==> src/rtl/shell_cmd_parser.sv <==
// shell_cmd_parser: incremental parser for a line-oriented UART command shell.
// A command line is "<letter> [hex] [hex] CR". It is parsed one byte at a time,
// so the design needs no line buffer. A good line is presented as a pending
// command. A bad line is swallowed up to its CR and then reported with a single
// o_Err pulse.
// Optional feature: define SHELL_ECHO_EN to echo the received bytes back on
// o_TX_DV/o_TX_Byte. Without that macro the TX outputs are tied to zero.
`timescale 1ns/1ps
module shell_cmd_parser #(
  parameter int ARG_W = 16
) (
  input  logic             CLK,
  input  logic             RST,
  input  logic             i_RX_DV,
  input  logic [7:0]       i_RX_Byte,
  output logic             o_Cmd_Valid,
  input  logic             i_Cmd_Ready,
  output logic [7:0]       o_Cmd_Op,
  output logic [ARG_W-1:0] o_Cmd_Arg0,
  output logic [ARG_W-1:0] o_Cmd_Arg1,
  output logic [1:0]       o_Cmd_Argc,
  output logic             o_Err,
  output logic             o_TX_DV,
  output logic [7:0]       o_TX_Byte,
  output logic [2:0]       dbg_state
);

  localparam int NDIG = ARG_W / 4;
  localparam int DW   = $clog2(NDIG + 1);
  localparam logic [DW-1:0] DIG_MAX = DW'(NDIG);
  localparam logic [DW-1:0] DIG_ONE = DW'(1);
  localparam logic [7:0] CH_CR = 8'h0D;
  localparam logic [7:0] CH_LF = 8'h0A;
  localparam logic [7:0] CH_SP = 8'h20;

  typedef enum logic [2:0] {
    S_IDLE    = 3'd0,
    S_OP      = 3'd1,
    S_SEP     = 3'd2,
    S_ARG     = 3'd3,
    S_DISCARD = 3'd4,
    S_HOLD    = 3'd5
  } state_t;

  state_t           state_q, state_d;
  logic [7:0]       op_q, op_d;
  logic [ARG_W-1:0] arg0_q, arg0_d, arg1_q, arg1_d;
  logic [1:0]       argc_q, argc_d;
  logic [DW-1:0]    ndig_q, ndig_d;
  logic             err_q, err_d;

  logic             rx_take;
  logic             is_hex;
  logic             is_alpha;
  logic [3:0]       nib;

  // LF is invisible to the parser in every state.
  assign rx_take = i_RX_DV && (i_RX_Byte != CH_LF);

  // Byte classification: hex digit with its nibble value, and ASCII letter.
  always_comb begin
    is_hex   = 1'b0;
    nib      = 4'h0;
    is_alpha = 1'b0;
    if (i_RX_Byte >= 8'h30 && i_RX_Byte <= 8'h39) begin
      is_hex = 1'b1;
      nib    = i_RX_Byte[3:0];
    end else if ((i_RX_Byte >= 8'h61 && i_RX_Byte <= 8'h66) ||
                 (i_RX_Byte >= 8'h41 && i_RX_Byte <= 8'h46)) begin
      is_hex = 1'b1;
      nib    = i_RX_Byte[3:0] + 4'd9;
    end
    if ((i_RX_Byte >= 8'h61 && i_RX_Byte <= 8'h7A) ||
        (i_RX_Byte >= 8'h41 && i_RX_Byte <= 8'h5A)) begin
      is_alpha = 1'b1;
    end
  end

  // Next-state and field update logic of the line parser.
  // Command handshake: o_Cmd_Valid stays high while a command is pending. The
  // op/args/argc fields do not change during that time. The command is taken
  // on any rising edge where o_Cmd_Valid and i_Cmd_Ready are both high.
  // i_Cmd_Ready may already be high before o_Cmd_Valid rises.
  always_comb begin
    state_d = state_q;
    op_d    = op_q;
    arg0_d  = arg0_q;
    arg1_d  = arg1_q;
    argc_d  = argc_q;
    ndig_d  = ndig_q;
    err_d   = 1'b0;
    case (state_q)
      S_IDLE: begin
        if (rx_take) begin
          if (i_RX_Byte == CH_SP || i_RX_Byte == CH_CR) begin
            state_d = S_IDLE;
          end else if (is_alpha) begin
            op_d    = i_RX_Byte | 8'h20;
            state_d = S_OP;
          end else begin
            state_d = S_DISCARD;
          end
        end
      end
      S_OP, S_SEP: begin
        if (rx_take) begin
          if (i_RX_Byte == CH_SP) begin
            state_d = S_SEP;
          end else if (is_hex && argc_q != 2'd2) begin
            if (argc_q == 2'd0) arg0_d = {{(ARG_W-4){1'b0}}, nib};
            else                arg1_d = {{(ARG_W-4){1'b0}}, nib};
            ndig_d  = DIG_ONE;
            state_d = S_ARG;
          end else if (i_RX_Byte == CH_CR) begin
            state_d = S_HOLD;
          end else begin
            state_d = S_DISCARD;
          end
        end
      end
      S_ARG: begin
        if (rx_take) begin
          if (is_hex) begin
            if (ndig_q == DIG_MAX) begin
              state_d = S_DISCARD;
            end else begin
              if (argc_q == 2'd0) arg0_d = {arg0_q[ARG_W-5:0], nib};
              else                arg1_d = {arg1_q[ARG_W-5:0], nib};
              ndig_d = ndig_q + DIG_ONE;
            end
          end else if (i_RX_Byte == CH_SP) begin
            argc_d  = argc_q + 2'd1;
            state_d = S_SEP;
          end else if (i_RX_Byte == CH_CR) begin
            argc_d  = argc_q + 2'd1;
            state_d = S_HOLD;
          end else begin
            state_d = S_DISCARD;
          end
        end
      end
      S_DISCARD: begin
        if (rx_take && i_RX_Byte == CH_CR) begin
          err_d   = 1'b1;
          op_d    = 8'h00;
          arg0_d  = '0;
          arg1_d  = '0;
          argc_d  = 2'd0;
          state_d = S_IDLE;
        end
      end
      S_HOLD: begin
        if (i_Cmd_Ready) begin
          op_d    = 8'h00;
          arg0_d  = '0;
          arg1_d  = '0;
          argc_d  = 2'd0;
          state_d = S_IDLE;
        end
      end
      default: begin
        state_d = S_IDLE;
      end
    endcase
  end

  // Parser state and command fields. Reset abandons any partial line silently.
  always_ff @(posedge CLK) begin
    if (RST) begin
      state_q <= S_IDLE;
      op_q    <= 8'h00;
      arg0_q  <= '0;
      arg1_q  <= '0;
      argc_q  <= 2'd0;
      ndig_q  <= '0;
      err_q   <= 1'b0;
    end else begin
      state_q <= state_d;
      op_q    <= op_d;
      arg0_q  <= arg0_d;
      arg1_q  <= arg1_d;
      argc_q  <= argc_d;
      ndig_q  <= ndig_d;
      err_q   <= err_d;
    end
  end

  assign o_Cmd_Valid = (state_q == S_HOLD);
  assign o_Cmd_Op    = op_q;
  assign o_Cmd_Arg0  = arg0_q;
  assign o_Cmd_Arg1  = arg1_q;
  assign o_Cmd_Argc  = argc_q;
  assign o_Err       = err_q;
  assign dbg_state   = state_q;

`ifdef SHELL_ECHO_EN
  logic       tx_dv_q;
  logic [7:0] tx_byte_q;
  logic       lf_pend_q;

  // Echo each byte taken outside HOLD one cycle later; a CR is followed by an LF.
  always_ff @(posedge CLK) begin
    if (RST) begin
      tx_dv_q   <= 1'b0;
      tx_byte_q <= 8'h00;
      lf_pend_q <= 1'b0;
    end else if (rx_take && state_q != S_HOLD) begin
      tx_dv_q   <= 1'b1;
      tx_byte_q <= i_RX_Byte;
      lf_pend_q <= (i_RX_Byte == CH_CR);
    end else if (lf_pend_q) begin
      tx_dv_q   <= 1'b1;
      tx_byte_q <= CH_LF;
      lf_pend_q <= 1'b0;
    end else begin
      tx_dv_q   <= 1'b0;
    end
  end

  assign o_TX_DV   = tx_dv_q;
  assign o_TX_Byte = tx_byte_q;
`else
  assign o_TX_DV   = 1'b0;
  assign o_TX_Byte = 8'h00;
`endif

endmodule

==> config.mk <==
export PLATFORM = sky130hd
export DESIGN_NAME = shell_cmd_parser
export DESIGN_NICKNAME = d
export VERILOG_FILES = /design/src/rtl/shell_cmd_parser.sv
export SDC_FILE = /design/constraint.sdc
export NUM_CORES = 1
export LEC_CHECK = 0
export CORE_UTILIZATION = 40
export DETAILED_ROUTE_END_ITERATION = 8
export GPL_TIMING_DRIVEN = 0
export PLACE_DENSITY_LB_ADDON = 0.12
export SYNTH_ARGS = -nofsm -noshare
export SYNTH_HDL_FRONTEND = slang
export SYNTH_SLANG_ARGS = --single-unit
==> constraint.sdc <==
create_clock -name CLK -period 2.1 [get_ports CLK]
set_input_delay 0.42 -clock CLK [delete_from_list [all_inputs] [get_ports CLK]]
set_output_delay 0.42 -clock CLK [all_outputs]
set_load 0.01 [all_outputs]
==> key figures <==
Routing
  • Antenna-violating nets left: 0
  • Drt total wl: 6965 um
  • Initial DRC Count: 146
  • Vias per inst: 5.283
  • Vias: 2,541
  • Drt wl/cell: 14.48 um
  • DRC violations left: 1
  • DR pass1 iterations: 8

Placed design
  • DP Area: 0.003405 sq mm
  • Hpwl dp: 4916 um
  • Post-Place Setup Slack: -975.3 ps
  • Port Buffers: 56
  • GPL Wtd Cong: 0.9155

Run status
  • Status: finished, violations left
  • Failing checks: DRC

Clock network
  • Cts hold-fix bufs: 0
  • TritonCTS clock tree: built
  • Cts bufs inserted: 5
  • Clock buffer depth: 2
  • CTS clock-pin slew for the worst setup and hold paths: 100 ps
  • Clock sink total: 49
  • H-tree Lvls: 2
  • Root buf cell: clkbuf_8
  • Skew-Pair Late Insertion Delay: 310 ps

GRT
  • Number of global-route vias before repair: 2,203
  • GRT overflow: 0
  • Largest net degree at the start of global routing: 17
  • All-Layer GR Usage: 0.1918
  • First-pass GRT wire length: 10,980 um
  • Initial antenna violation count: 0

Cells and area
  • Design Area, Final: 0.003769 sq mm
  • Fraction of layout cells with a size suffix above 1: 0.2203
  • Ant diodes: 0
  • Area Growth Syn to Fin: 38.99%
  • # nets final: 423
  • Fin util: 0.5835

Synthesis
  • Ys flop type: dfxtp_1
  • Syn_area_per_cell: 8.526 sq um
  • Mapped Cells: 318
  • Netlist Area Pre-Place: 0.002711 sq mm
  • Register area share after synthesis: 0.3618
  • Yosys reg bits: 49
  • EDFF count, synth: 0
  • Yosys warns: 0
  • Asr flop ratio synth: 0
  • Synth cell types: 54

Hold path
  • Hold/Removal Path Class: in2reg
  • WHS Endpoint: o_Cmd_Op[4]$_SDFFE_PP0P_
  • Hold Path Cell Cnt: 3
  • Hold Crit Start: i_RX_Byte[4]

Floorplan
  • Die footprint: 0.007112 sq mm
  • Die Y: 84.33 um
  • Initial Utilization: 0.4198
  • Core ar.: 0.006459 sq mm
  • Core Rows: 29
  • Die X: 84.33 um
  • Ports: 68

Setup path
  • Worst R2R Start: dbg_state[1]$_SDFFE_PP0P_
  • Slowest stage cell, crit path: clkdlybuf4s50_1
  • Setup crit end kind: primary output
  • Crit path DAT: 1640 ps
  • CP Buf/Inv Count: 2
  • Crit-path cells: inv_1 -> nor2_4 -> clkdlybuf4s50_1
  • Reg2reg path depth: 10
  • Crit path max fanout: 11
  • Crit path largest cell delay: 550 ps
  • Worst flop-to-flop path endpoint: o_Cmd_Arg0[13]$_SDFFE_PP0P_
  • Critical path class: reg2out
  • R2R setup slack: 80 ps
  • Crit path max-delay family: buffers and inverters
  • Crit path launch type: flop
  • Critical Path RT: 1680 ps

Timing
  • # setup viols final: 0
  • Slew @ Worst Pin: 570.0 ps
  • Max Freq: 0.4866 GHz
  • Max Transition Viols Final: 0
  • Skew final: 5.656 ps
  • Final critical-path required period: 2055 ps
  • Setup ws final: 44.85 ps
  • Slew HR: 0.6200
  • Unrepaired setup endpoints after global routing: yes
  • Final period util: 0.9786
  • Final hold viol count: 0

Job
  • # Max-Cap Violations: 0

Power
  • Max IR drop VDD: 0.4476 mV
  • Cell area power density: 885.0 mW/mm^2
  • Leakage power: 1.373 nW
[sequential cells by signal, indices dropped and copies added, names as in the netlist]
name / count
o_Cmd_Op: 8
o_Cmd_Arg0: 16
o_Cmd_Arg1: 16
ndig_q: 3
o_Err: 1
o_Cmd_Argc: 2
dbg_state: 3
[placed cells by master, fill, tap and decap left out, drive strengths merged, types with 3 or more instances in the layout]
cell type      synthesis  final
clkdlybuf4s50          0     49
dfxtp                 49     49
buf                   22     42
nand3                 37     37
nand2b                35     35
a21oi                 33     33
clkbuf                10     15
o21ai                 13     13
inv                   12     13
nor2                  12     12
conb                   1      9
ha                     8      8
nor3                   8      8
a31oi                  7      7
nand4                  6      6
nand2                  5      5
nor3b                  5      5
xnor2                  4      4
nor2b                  4      4
o21bai                 4      4
and3                   3      3
a21o                   3      3
o21a                   3      3
[per-stage QoR]
stage / hold slack, ps / setup TNS, ps / total power [mW] / std cells
after floorplan: 489.2 / -34.73 / 2.012 / 326
after global placement: 450.9 / -40520 / 2.374 / 459
after detailed placement: 454.1 / -41890 / 2.386 / 459
after CTS: 386.1 / 0 / 3.213 / 476
after global routing: 405.6 / -194.0 / 3.526 / 481
final: 394.7 / 0 / 3.335 / 481
[power breakdown]
group / leakage (nW) / internal, mW / switching [mW]
clock network: 0.0445 / 0.237 / 0.346
registers: 0.396 / 0.990 / 0.0656
logic: 0.932 / 0.833 / 0.863
total: 1.37 / 2.06 / 1.27
[layer usage]
metal,vias up,track usage,routed length (um)
met1,1187,0.2734,3400
met4,0,0.05239,54
met5,-,0,0
met3,4,0.02753,361
li1,1280,-,-
met2,70,0.3040,3148
[cells in the mapped netlist, types with 2 or more instances]
cell type  number  share of area
a31oi_1         7          0.016
xnor2_1         4          0.013
and2_1          2         0.0046
buf_4           9          0.025
nor2b_1         4         0.0092
a21o_1          3         0.0083
nor4b_2         2          0.011
o21ai_0        13          0.024
nor2_1         12          0.017
nand2b_1       35          0.081
ha_1            8          0.037
nor3b_1         4          0.011
and3_1          3         0.0069
nor3_4          2          0.012
a31o_2          2         0.0065
nand4bb_1       2         0.0083
a22oi_1         2         0.0055
buf_2           8          0.015
buf_6           5          0.021
nor3_1          6          0.011
a21oi_1        32          0.059
nand2_1         5         0.0069
o21a_1          3         0.0083
a221oi_1        2         0.0065
dfxtp_1        49           0.36
inv_1          12          0.017
o211a_1         2         0.0074
nand4_1         6          0.014
o21bai_1        4          0.011
nand3_1        37          0.068
clkbuf_1       10          0.014
[layout make-up]
type	instances	area, sq um
Fill cell	619	2690
Multi-Input combinational cell	233	1652
Sequential cell	49	983.4
Timing Repair Buffer	73	678.2
Buffer	29	221.5
Tap cell	77	96.34
Clock buffer	5	68.82
Inverter	12	47.55
Clock inverter	3	21.27
[cells by family after synthesis]
group | synth area share
and+or+nand+nor | 0.2912
AOI/OAI and AO/OA | 0.1980
DFF | 0.3618
buffers and inverters | 0.09091
adders and majority gates | 0.03692
xor gates and xnor gates | 0.01615
other | 0.001383
muxes | 0.003692
[worst register-to-register path, stage by stage, from the launching register on]
cell	delay, ps
dfxtp_1	330
clkbuf_4	200
nor2b_4	210
and4_4	260
o41ai_4	70
buf_4	170
nor3_4	210
buf_12	140
buf_6	130
nand3_1	80
a21oi_1	140
[worst max path at each step]
stage,cells after the start,slack [ps],to,from
final,3,40,o_Cmd_Valid,dbg_state[0]$_SDFFE_PP0P_
after global routing,10,-20,o_Cmd_Arg0[4]$_SDFFE_PP0P_,dbg_state[1]$_SDFFE_PP0P_
after CTS,9,0.6,dbg_state[0]$_SDFFE_PP0P_,i_RX_Byte[1]
after detailed placement,10,-980,o_Cmd_Arg0[10]$_SDFFE_PP0P_,i_RX_Byte[1]
after global placement,10,-950,o_Cmd_Arg0[13]$_SDFFE_PP0P_,i_RX_Byte[1]
after floorplan,8,-20,o_Cmd_Arg0[1]$_SDFFE_PP0P_,i_RX_Byte[4]
[repair_timing]
| item | CTS | global route |
|---|---|---|
| resized for setup | 47 | 28 |
| pin swaps | 9 | 7 |
| setup endpoints to repair | 49 | 48 |
| setup buffers | 11 | 6 |
| cloned | 1 | 0 |
(Power assumes the default switching activity.)
